**config.mk**
```make
export PLATFORM = sky130hd
export DESIGN_NAME = map_color_search
export DESIGN_NICKNAME = d
export VERILOG_FILES = /design/src/rtl/map_color_search_pkg.sv /design/src/rtl/oz_adjacency_check.sv /design/src/rtl/map_color_search.sv
export SDC_FILE = /design/constraint.sdc
export NUM_CORES = 1
export LEC_CHECK = 0
export ABC_AREA = 0
export CORE_AREA = 4 4 71 73
export CTS_CLUSTER_SIZE = 10
export DETAILED_ROUTE_END_ITERATION = 16
export DIE_AREA = 0 0 75 77
export GPL_ROUTABILITY_DRIVEN = 0
export HOLD_SLACK_MARGIN = 0.06
export PLACE_DENSITY = 0.79
export RECOVER_POWER = 100
export SETUP_SLACK_MARGIN = 0.02
export SYNTH_ARGS = -nofsm -noshare
export SYNTH_HDL_FRONTEND = slang
export SYNTH_SLANG_ARGS = --single-unit
```
**constraint.sdc**
```tcl
create_clock -name clk -period 2.7 [get_ports clk]
set_clock_uncertainty 0.15 [all_clocks]
set_input_delay 0.54 -clock clk [delete_from_list [all_inputs] [get_ports clk]]
set_output_delay 0.54 -clock clk [all_outputs]
set_load 0.005 [all_outputs]
```
**src/rtl/map_color_search_pkg.sv**
```systemverilog
// map_color_search_pkg
// Shared definitions for the Land of Oz coloring search:
//   - bit offsets of each region's 2-bit color inside the packed 'sol' word
//   - FSM state encoding used by the search controller
//   - candidate and solution counts for the full and symmetric searches
package map_color_search_pkg;

  localparam int COLOR_W = 2;
  localparam int SOL_W   = 10;
  localparam int COUNT_W = 11;

  // Packed coloring layout: {GC, WC, QC, MC, EC}, EC in the LSBs
  localparam int EC_LSB = 0;
  localparam int MC_LSB = 2;
  localparam int QC_LSB = 4;
  localparam int WC_LSB = 6;
  localparam int GC_LSB = 8;

  localparam int NUM_CAND_FULL = 1024;
  localparam int NUM_CAND_SYM  = 256;
  localparam int NUM_SOL_FULL  = 72;
  localparam int NUM_SOL_SYM   = 18;

  typedef enum logic [1:0] {
    IDLE,
    SCAN,
    HOLD,
    DONE
  } state_t;

endpackage

```
**src/rtl/oz_adjacency_check.sv**
```systemverilog
// oz_adjacency_check
// Purely combinational validity test for one coloring of the five regions.
// Ports:
//   gc, wc, qc, mc, ec : 2-bit colors of each region
//   valid              : 1 when every pair of neighbouring regions differs
module oz_adjacency_check (
  input  logic [1:0] gc,
  input  logic [1:0] wc,
  input  logic [1:0] qc,
  input  logic [1:0] mc,
  input  logic [1:0] ec,
  output logic       valid
);

  // The outer four regions form a ring (GC-WC-QC-MC-GC) and EC touches all
  // of them, so eight inequalities cover every shared border.
  always_comb begin
    valid = (gc != wc) && (wc != qc) && (qc != mc) && (mc != gc) &&
            (ec != gc) && (ec != wc) && (ec != qc) && (ec != mc);
  end

endmodule

```
**src/rtl/map_color_search.sv**
```systemverilog
// map_color_search
// Walks every candidate coloring one per clock, streams each valid one out
// over a valid/ready handshake and reports the total solution count.
// Ports:
//   clk, rst   : clock and synchronous active-high reset
//   start      : one-cycle request to begin a scan (ignored unless idle)
//   busy       : high from the cycle after start through the done cycle
//   done       : one-cycle pulse at the end of a scan
//   sol_valid  : a valid coloring is presented on sol
//   sol_ready  : consumer accepts sol when sol_valid && sol_ready
//   sol        : packed coloring {GC, WC, QC, MC, EC}
//   count      : number of solutions found in the current or last scan
module map_color_search
  import map_color_search_pkg::*;
#(
  parameter bit SKIP_SYMMETRIC = 1'b0
) (
  input  logic               clk,
  input  logic               rst,
  input  logic               start,
  output logic               busy,
  output logic               done,
  output logic               sol_valid,
  input  logic               sol_ready,
  output logic [SOL_W-1:0]   sol,
  output logic [COUNT_W-1:0] count
);

  state_t           state;
  logic [SOL_W-1:0] cand;
  logic [SOL_W-1:0] cand_eff;
  logic             cand_last;
  logic             cand_valid;

  // In the symmetric search GC is pinned to color 0, so only the lower
  // eight counter bits matter and the scan ends at 0x0FF.
  always_comb begin
    cand_eff  = cand;
    cand_last = (cand == 10'h3FF);
    if (SKIP_SYMMETRIC) begin
      cand_eff  = {2'b00, cand[7:0]};
      cand_last = (cand[7:0] == 8'hFF);
    end
  end

  oz_adjacency_check u_check (
    .gc    (cand_eff[GC_LSB +: COLOR_W]),
    .wc    (cand_eff[WC_LSB +: COLOR_W]),
    .qc    (cand_eff[QC_LSB +: COLOR_W]),
    .mc    (cand_eff[MC_LSB +: COLOR_W]),
    .ec    (cand_eff[EC_LSB +: COLOR_W]),
    .valid (cand_valid)
  );

  // Search controller. All outputs are registered here so sol cannot glitch
  // while sol_valid is high; it only changes when a new solution is loaded
  // in SCAN, which can only happen after the previous one was accepted.
  always_ff @(posedge clk) begin
    if (rst) begin
      state     <= IDLE;
      cand      <= '0;
      count     <= '0;
      sol       <= '0;
      sol_valid <= 1'b0;
      busy      <= 1'b0;
      done      <= 1'b0;
    end else begin
      case (state)
        IDLE: begin
          done <= 1'b0;
          if (start) begin
            cand  <= '0;
            count <= '0;
            busy  <= 1'b1;
            state <= SCAN;
          end
        end

        SCAN: begin
          if (cand_valid) begin
            sol       <= cand_eff;
            sol_valid <= 1'b1;
            count     <= count + 11'd1;
            state     <= HOLD;
          end else if (cand_last) begin
            done  <= 1'b1;
            state <= DONE;
          end else begin
            cand <= cand + 10'd1;
          end
        end

        // The counter is advanced only after the handshake, so a stalled
        // consumer freezes the scan without losing its place.
        HOLD: begin
          if (sol_ready) begin
            sol_valid <= 1'b0;
            if (cand_last) begin
              done  <= 1'b1;
              state <= DONE;
            end else begin
              cand  <= cand + 10'd1;
              state <= SCAN;
            end
          end
        end

        DONE: begin
          done  <= 1'b0;
          busy  <= 1'b0;
          state <= IDLE;
        end

        default: begin
          state <= IDLE;
        end
      endcase
    end
  end

endmodule

```
### Word level (Yosys, flattened, before mapping)

Index checks and enable logic that the tools add are counted.

* add/sub/neg operators: 2
* eq/ne operators: 17
* multiplexer cells: 23
* reductions and logical operators: 20

Operator list (number)
* 10-bit two-way mux: 4
* 10-bit one-hot mux with 3 select lines: 1
* 11-bit two-way mux: 2
* 11-bit one-hot mux with 2 select lines: 1
* 2-bit != test: 8
* 11-bit by 1-bit adder with 11-bit output (second input constant): 1
* 10-bit by 1-bit adder with 10-bit output (second input constant): 1
* 10-bit equality test (second input constant): 1
* 2-bit two-way mux: 5
* 3-bit AND reduction: 3
* 2-bit != test (second input constant): 4
* 2-bit one-hot mux with 4 select lines: 1
* 1-bit logical AND: 7
* 1-bit two-way mux: 6
* 2-bit AND reduction: 3
* 2-bit nonzero test: 3
* 2-bit equality test (second input constant): 2
* 1-bit one-hot mux with 2 select lines: 2
* 4-bit AND reduction: 1
* 3-bit != test (second input constant): 1
* 1-bit one-hot mux with 3 select lines: 1
* 3-bit nonzero test: 1
* 2-bit by 1-bit equality test with 1-bit output (second input constant): 1
* 2-bit zero test: 1
* 2-bit OR reduction: 1

* register bits after elaboration: 36
* output and inout port bits: 24
* logic and storage cells: 69

### Depth between registers and ports, before layout

Gate-level depths: netlist of the first run.

* depth after elaboration: 10
* gate-level depth with buffers: 8
* gate-level depth less buffers: 7

### Modules after synthesis

Synthesis of the first run repeated with hierarchy kept, for this count alone.

* cell total of the unflattened synthesis: 248
* area total of the unflattened synthesis: 2028.2 sq um

Modules (own cells, without submodules)
* map_color_search: instances 1, cells each 227, area each 1850.5 sq um, seq. area each 720.7 sq um
* oz_adjacency_check: instances 1, cells each 21, area each 177.7 sq um, seq. area each 0.0 sq um

### Worst setup path before layout of the first run

No wires, ideal clock.

* kind: register to register
* start point: reg cand[1]
* end point: reg count[3]
* arrival time: 1804 ps
* data required time: 2420 ps
* setup slack: 616 ps
* cell stages (with the launch flop): 8
* buffers on the path: 2
* period minus slack after synthesis: 2084 ps
* cell sequence: dfxtp_1 -> buf_4 -> xor2_1 -> o22ai_1 -> or4_4 -> buf_6 -> o311ai_1 -> o31ai_1

* word-level cells in the longest chain between the ends: 7
* elaborated cells on any way between the ends: 10

RTL lines
* from (decl): RTL line map_color_search.sv:30 `logic [SOL_W-1:0] cand;`
* from (signal assigned): RTL line map_color_search.sv:89 `cand <= cand + 10'd1;`
* from (signal assigned): RTL line map_color_search.sv:102 `cand <= cand + 10'd1;`
* 2-bit != test: RTL line oz_adjacency_check.sv:19 `(ec != gc) && (ec != wc) && (ec != qc) && (ec != mc);`
* 1-bit logical AND: RTL line oz_adjacency_check.sv:18 `valid = (gc != wc) && (wc != qc) && (qc != mc) && (mc != gc) &&`
* 1-bit logical AND (2 in a row): RTL line oz_adjacency_check.sv:19
* 1-bit logical AND *: RTL line oz_adjacency_check.sv:19
* 2-bit != test (no line) *
* 3-bit AND reduction (no line) *
* to (signal assigned): RTL line map_color_search.sv:83 `count <= count + 11'd1;`
* to (decl): RTL line map_color_search.sv:26 `output logic [COUNT_W-1:0] count`

Every way passes the cells marked *; elsewhere a longest branch is shown, timed or not.
A chain may end at the register's enable or synchronous reset.

### Final worst setup path of the first run

* start point: reg cand[0]
* end point: reg state[0]

* word-level cells in the longest chain between the ends: 7
* elaborated cells on any way between the ends: 13

RTL lines
* 2-bit != test: RTL line oz_adjacency_check.sv:19
* 1-bit logical AND: RTL line oz_adjacency_check.sv:18
* 1-bit logical AND (3 in a row): RTL line oz_adjacency_check.sv:19
* 2-bit two-way mux / 3-bit != test (equally long branches)
* 2-bit one-hot mux with 4 select lines / 3-bit AND reduction (equally long branches)
* to (signal assigned): RTL line map_color_search.sv:75 `state <= SCAN;`
* to (signal assigned): RTL line map_color_search.sv:84 `state <= HOLD;`
* to (signal assigned): RTL line map_color_search.sv:87 `state <= DONE;`
* to (decl): RTL line map_color_search.sv:29 `state_t state;`

Several ways; a longest one is shown, not always the timed one.

==> results.toml, run 1 <==
[clock_network]
clock_latency_ns = 0.29
cts.repair.resized = 0
clkSinkCount = 36
tritoncts = "done"
cts-htree-levels = 2
root_buffer = "clkbuf_8"
clk_pin_slew_ns = 0.07
postCtsSetupRepairBufs = 0
cts_buffers = 5
hold_buffers = 0
cts_buffer_depth = 2

[finish]
areaGrowthSynthToFinish_pct = 16.9
antenna-diode-count = 0
stdcell_area_um2 = 2520
fin_nets = 294
drive_above_1_share = 0.0772
final_core_util = 0.579
layout.cells.non_filler = 337

[yosys]
synth-seq-cells = 36
synth_area_um2 = 2160
synth-async-reset-ratio = 0
yosys.area.top_type_share = 0.334
yosysMostFrequentCell = "dfxtp_1"
netlist_instances = 264
synthTopCellsByArea = "dfxtp_1, xor2_1, nand3_1"
avgSynthCellArea_um2 = 8.17
yosysUniqueCellTypes = 49
ys_seq_area_frac = 0.334
yosysTopAreaCell = "dfxtp_1"
synthesis.nets = 274
synthFlopType = "dfxtp_1"
synth-edff-count = 0
synthTopCellsByCount = "dfxtp_1, nand2_1, nand3_1"
yosys_warnings = 0

[timing]
maxSlewHeadroom = 0.645
rsz0062_at_grt = "no"
final_max_slew_viol_count = 0
fin_crit_ns = 2.46
final-hold-violation-count = 0
worstMarginPinSlew_ns = 0.532
setup_viol = 0
timing.final.crit_share = 0.910
fmax_ghz = 0.407
final.setup.tns_ns = 0

[floorplan]
die_w_um = 75
num_io_pins = 28
die_y_um = 77
rows = 24
initial_utilization = 0.495
core-area_um2 = 4350
die_area_um2 = 5780

[routing]
drcViolationCount = 0
drt-total-wl_mm = 5.27
postRouteAntennaNets = 0
routed_via_density = 6.04
wire_per_inst_um = 15.6
drt_iter0_markers = 178
via_count = 2037
dr.pass1.iters = 4

[grt]
antenna_found_initial = 0
grt_pass1_wl_mm = 9.14
grt_usage = 0.196
first_global_vias = 2014
grt_max_degree = 24
grt.overflow.total = 0

[placed_design]
dpl_cell_area_um2 = 2420
dp_cells = 329
dp.final_hpwl_mm = 3.74
numPortBuffers = 27

[run]
maxCapViolations = 0

[hold_path]
hold_class = "reg -> reg"

[critical_path]
start_kind = "register"
worstPathArrival_ns = 2.47
cp-end-kind = "register"
crit_type = "reg -> reg"
crit_path_max_fanout = 22
r2r_slack_ns = 0.24
crit_required_ns = 2.72

[pwr]
peakVddDrop_mv = 0.492
p_per_area_nw_per_um2 = 673
p_leak_nw = 1.03

[run_status]
status = "finished clean"
[flip-flops by register name, summed over array words and instances, names as in the netlist]
name / count
cand: 10
sol_valid: 1
count: 11
busy: 1
done: 1
sol: 10
state: 2
[metal layers]
layer	GRT usage	up-vias	wire length [um]	part of all wire
met5	0	-	0	0
met4	0.0658	0	61	0.012
met3	0.0444	6	194	0.037
met2	0.309	55	2550	0.48
met1	0.260	954	2460	0.47
li1	-	1022	-	-
[path summary, 6_finish.rpt]
| check | endpoint | depth (start not counted) | startpoint |
|---|---|---|---|
| hold reg to reg | sol[8] | 2 | sol[8] |
| setup reg to reg | state[0] | 5 | cand[0] |
| hold / removal | sol[8] | 2 | sol[8] |
| setup / recovery | state[0] | 5 | cand[0] |
[per-stage QoR]
| stage | total power [mW] | hold slack [ns] | setup slack, ns |
|---|---|---|---|
| 2_1_floorplan | 1.07 | 0.304 | 0.616 |
| 3_3_place_gp | 1.22 | 0.315 | 0.361 |
| 3_5_place_dp | 1.23 | 0.314 | 0.270 |
| 4_1_cts | 1.70 | 0.330 | 0.249 |
| 5_1_grt | 1.81 | 0.365 | 0.0842 |
| 6_report | 1.70 | 0.323 | 0.243 |
[power breakdown]
group / total, mW / switching (mW) / internal [mW] / leakage (nW)
Sequential: 0.599 / 0.0451 / 0.554 / 0.291
Clock: 0.471 / 0.197 / 0.274 / 0.0552
Combinational: 0.629 / 0.396 / 0.233 / 0.683
[cells by family after synthesis]
logic type / Yosys count / share of synthesized area
AOI/OAI and AO/OA: 87 / 0.267
and+or+nand+nor: 82 / 0.202
DFF: 36 / 0.334
buffers and inverters: 35 / 0.0882
xor gates and xnor gates: 16 / 0.0650
adders and majority gates: 6 / 0.0348
muxes: 2 / 0.00928
[layout by cell type (no fill, tap or decap), types with 3 or more instances in the layout]
| master | count |
|---|---|
| dlygate4sd3_1 | 24 |
| o31ai_1 | 4 |
| a31oi_1 | 8 |
| a221oi_1 | 4 |
| nor2b_1 | 3 |
| ha_1 | 6 |
| o311ai_1 | 4 |
| or3_1 | 3 |
| clkbuf_8 | 5 |
| nor2_1 | 9 |
| a211oi_1 | 3 |
| o32ai_1 | 4 |
| a21oi_1 | 21 |
| xor2_1 | 16 |
| o22ai_1 | 5 |
| inv_1 | 10 |
| buf_4 | 10 |
| dfxtp_1 | 36 |
| and4_1 | 3 |
| nor3_1 | 7 |
| clkdlybuf4s50_1 | 3 |
| o21ai_0 | 17 |
| nand2_1 | 21 |
| and3_1 | 4 |
| nand3_1 | 21 |
[critical path, cell delays in order, from the launching register on]
cell and delay, ns:
dfxtp_1 0.59, xor2_1 0.19, o22ai_1 0.14, or4_4 0.70, a2111oi_0 0.47, a211oi_1 0.09
[final cells by class]
class / instances / area (um2)
multi-input combinational: 193 / 1240
clock inverter: 2 / 35.0
inverter: 11 / 41.3
clock buffer: 6 / 72.6
tap: 52 / 65.1
fill: 392 / 1830
timing repair buffer: 37 / 345
sequential: 36 / 721
(Power assumes the default switching activity.)
==> run 2: changes to the inputs <==
--- a/config.mk
+++ b/config.mk
@@ -6,6 +6,7 @@
 export NUM_CORES = 1
 export LEC_CHECK = 0
 export ABC_AREA = 0
+export ABC_CLOCK_PERIOD_IN_PS = 2700
 export CORE_AREA = 4 4 71 73
 export CTS_CLUSTER_SIZE = 10
 export DETAILED_ROUTE_END_ITERATION = 16
==> results of run 2 <==
Same layout as run 1: the final DEF is identical, and so are final timing and power.
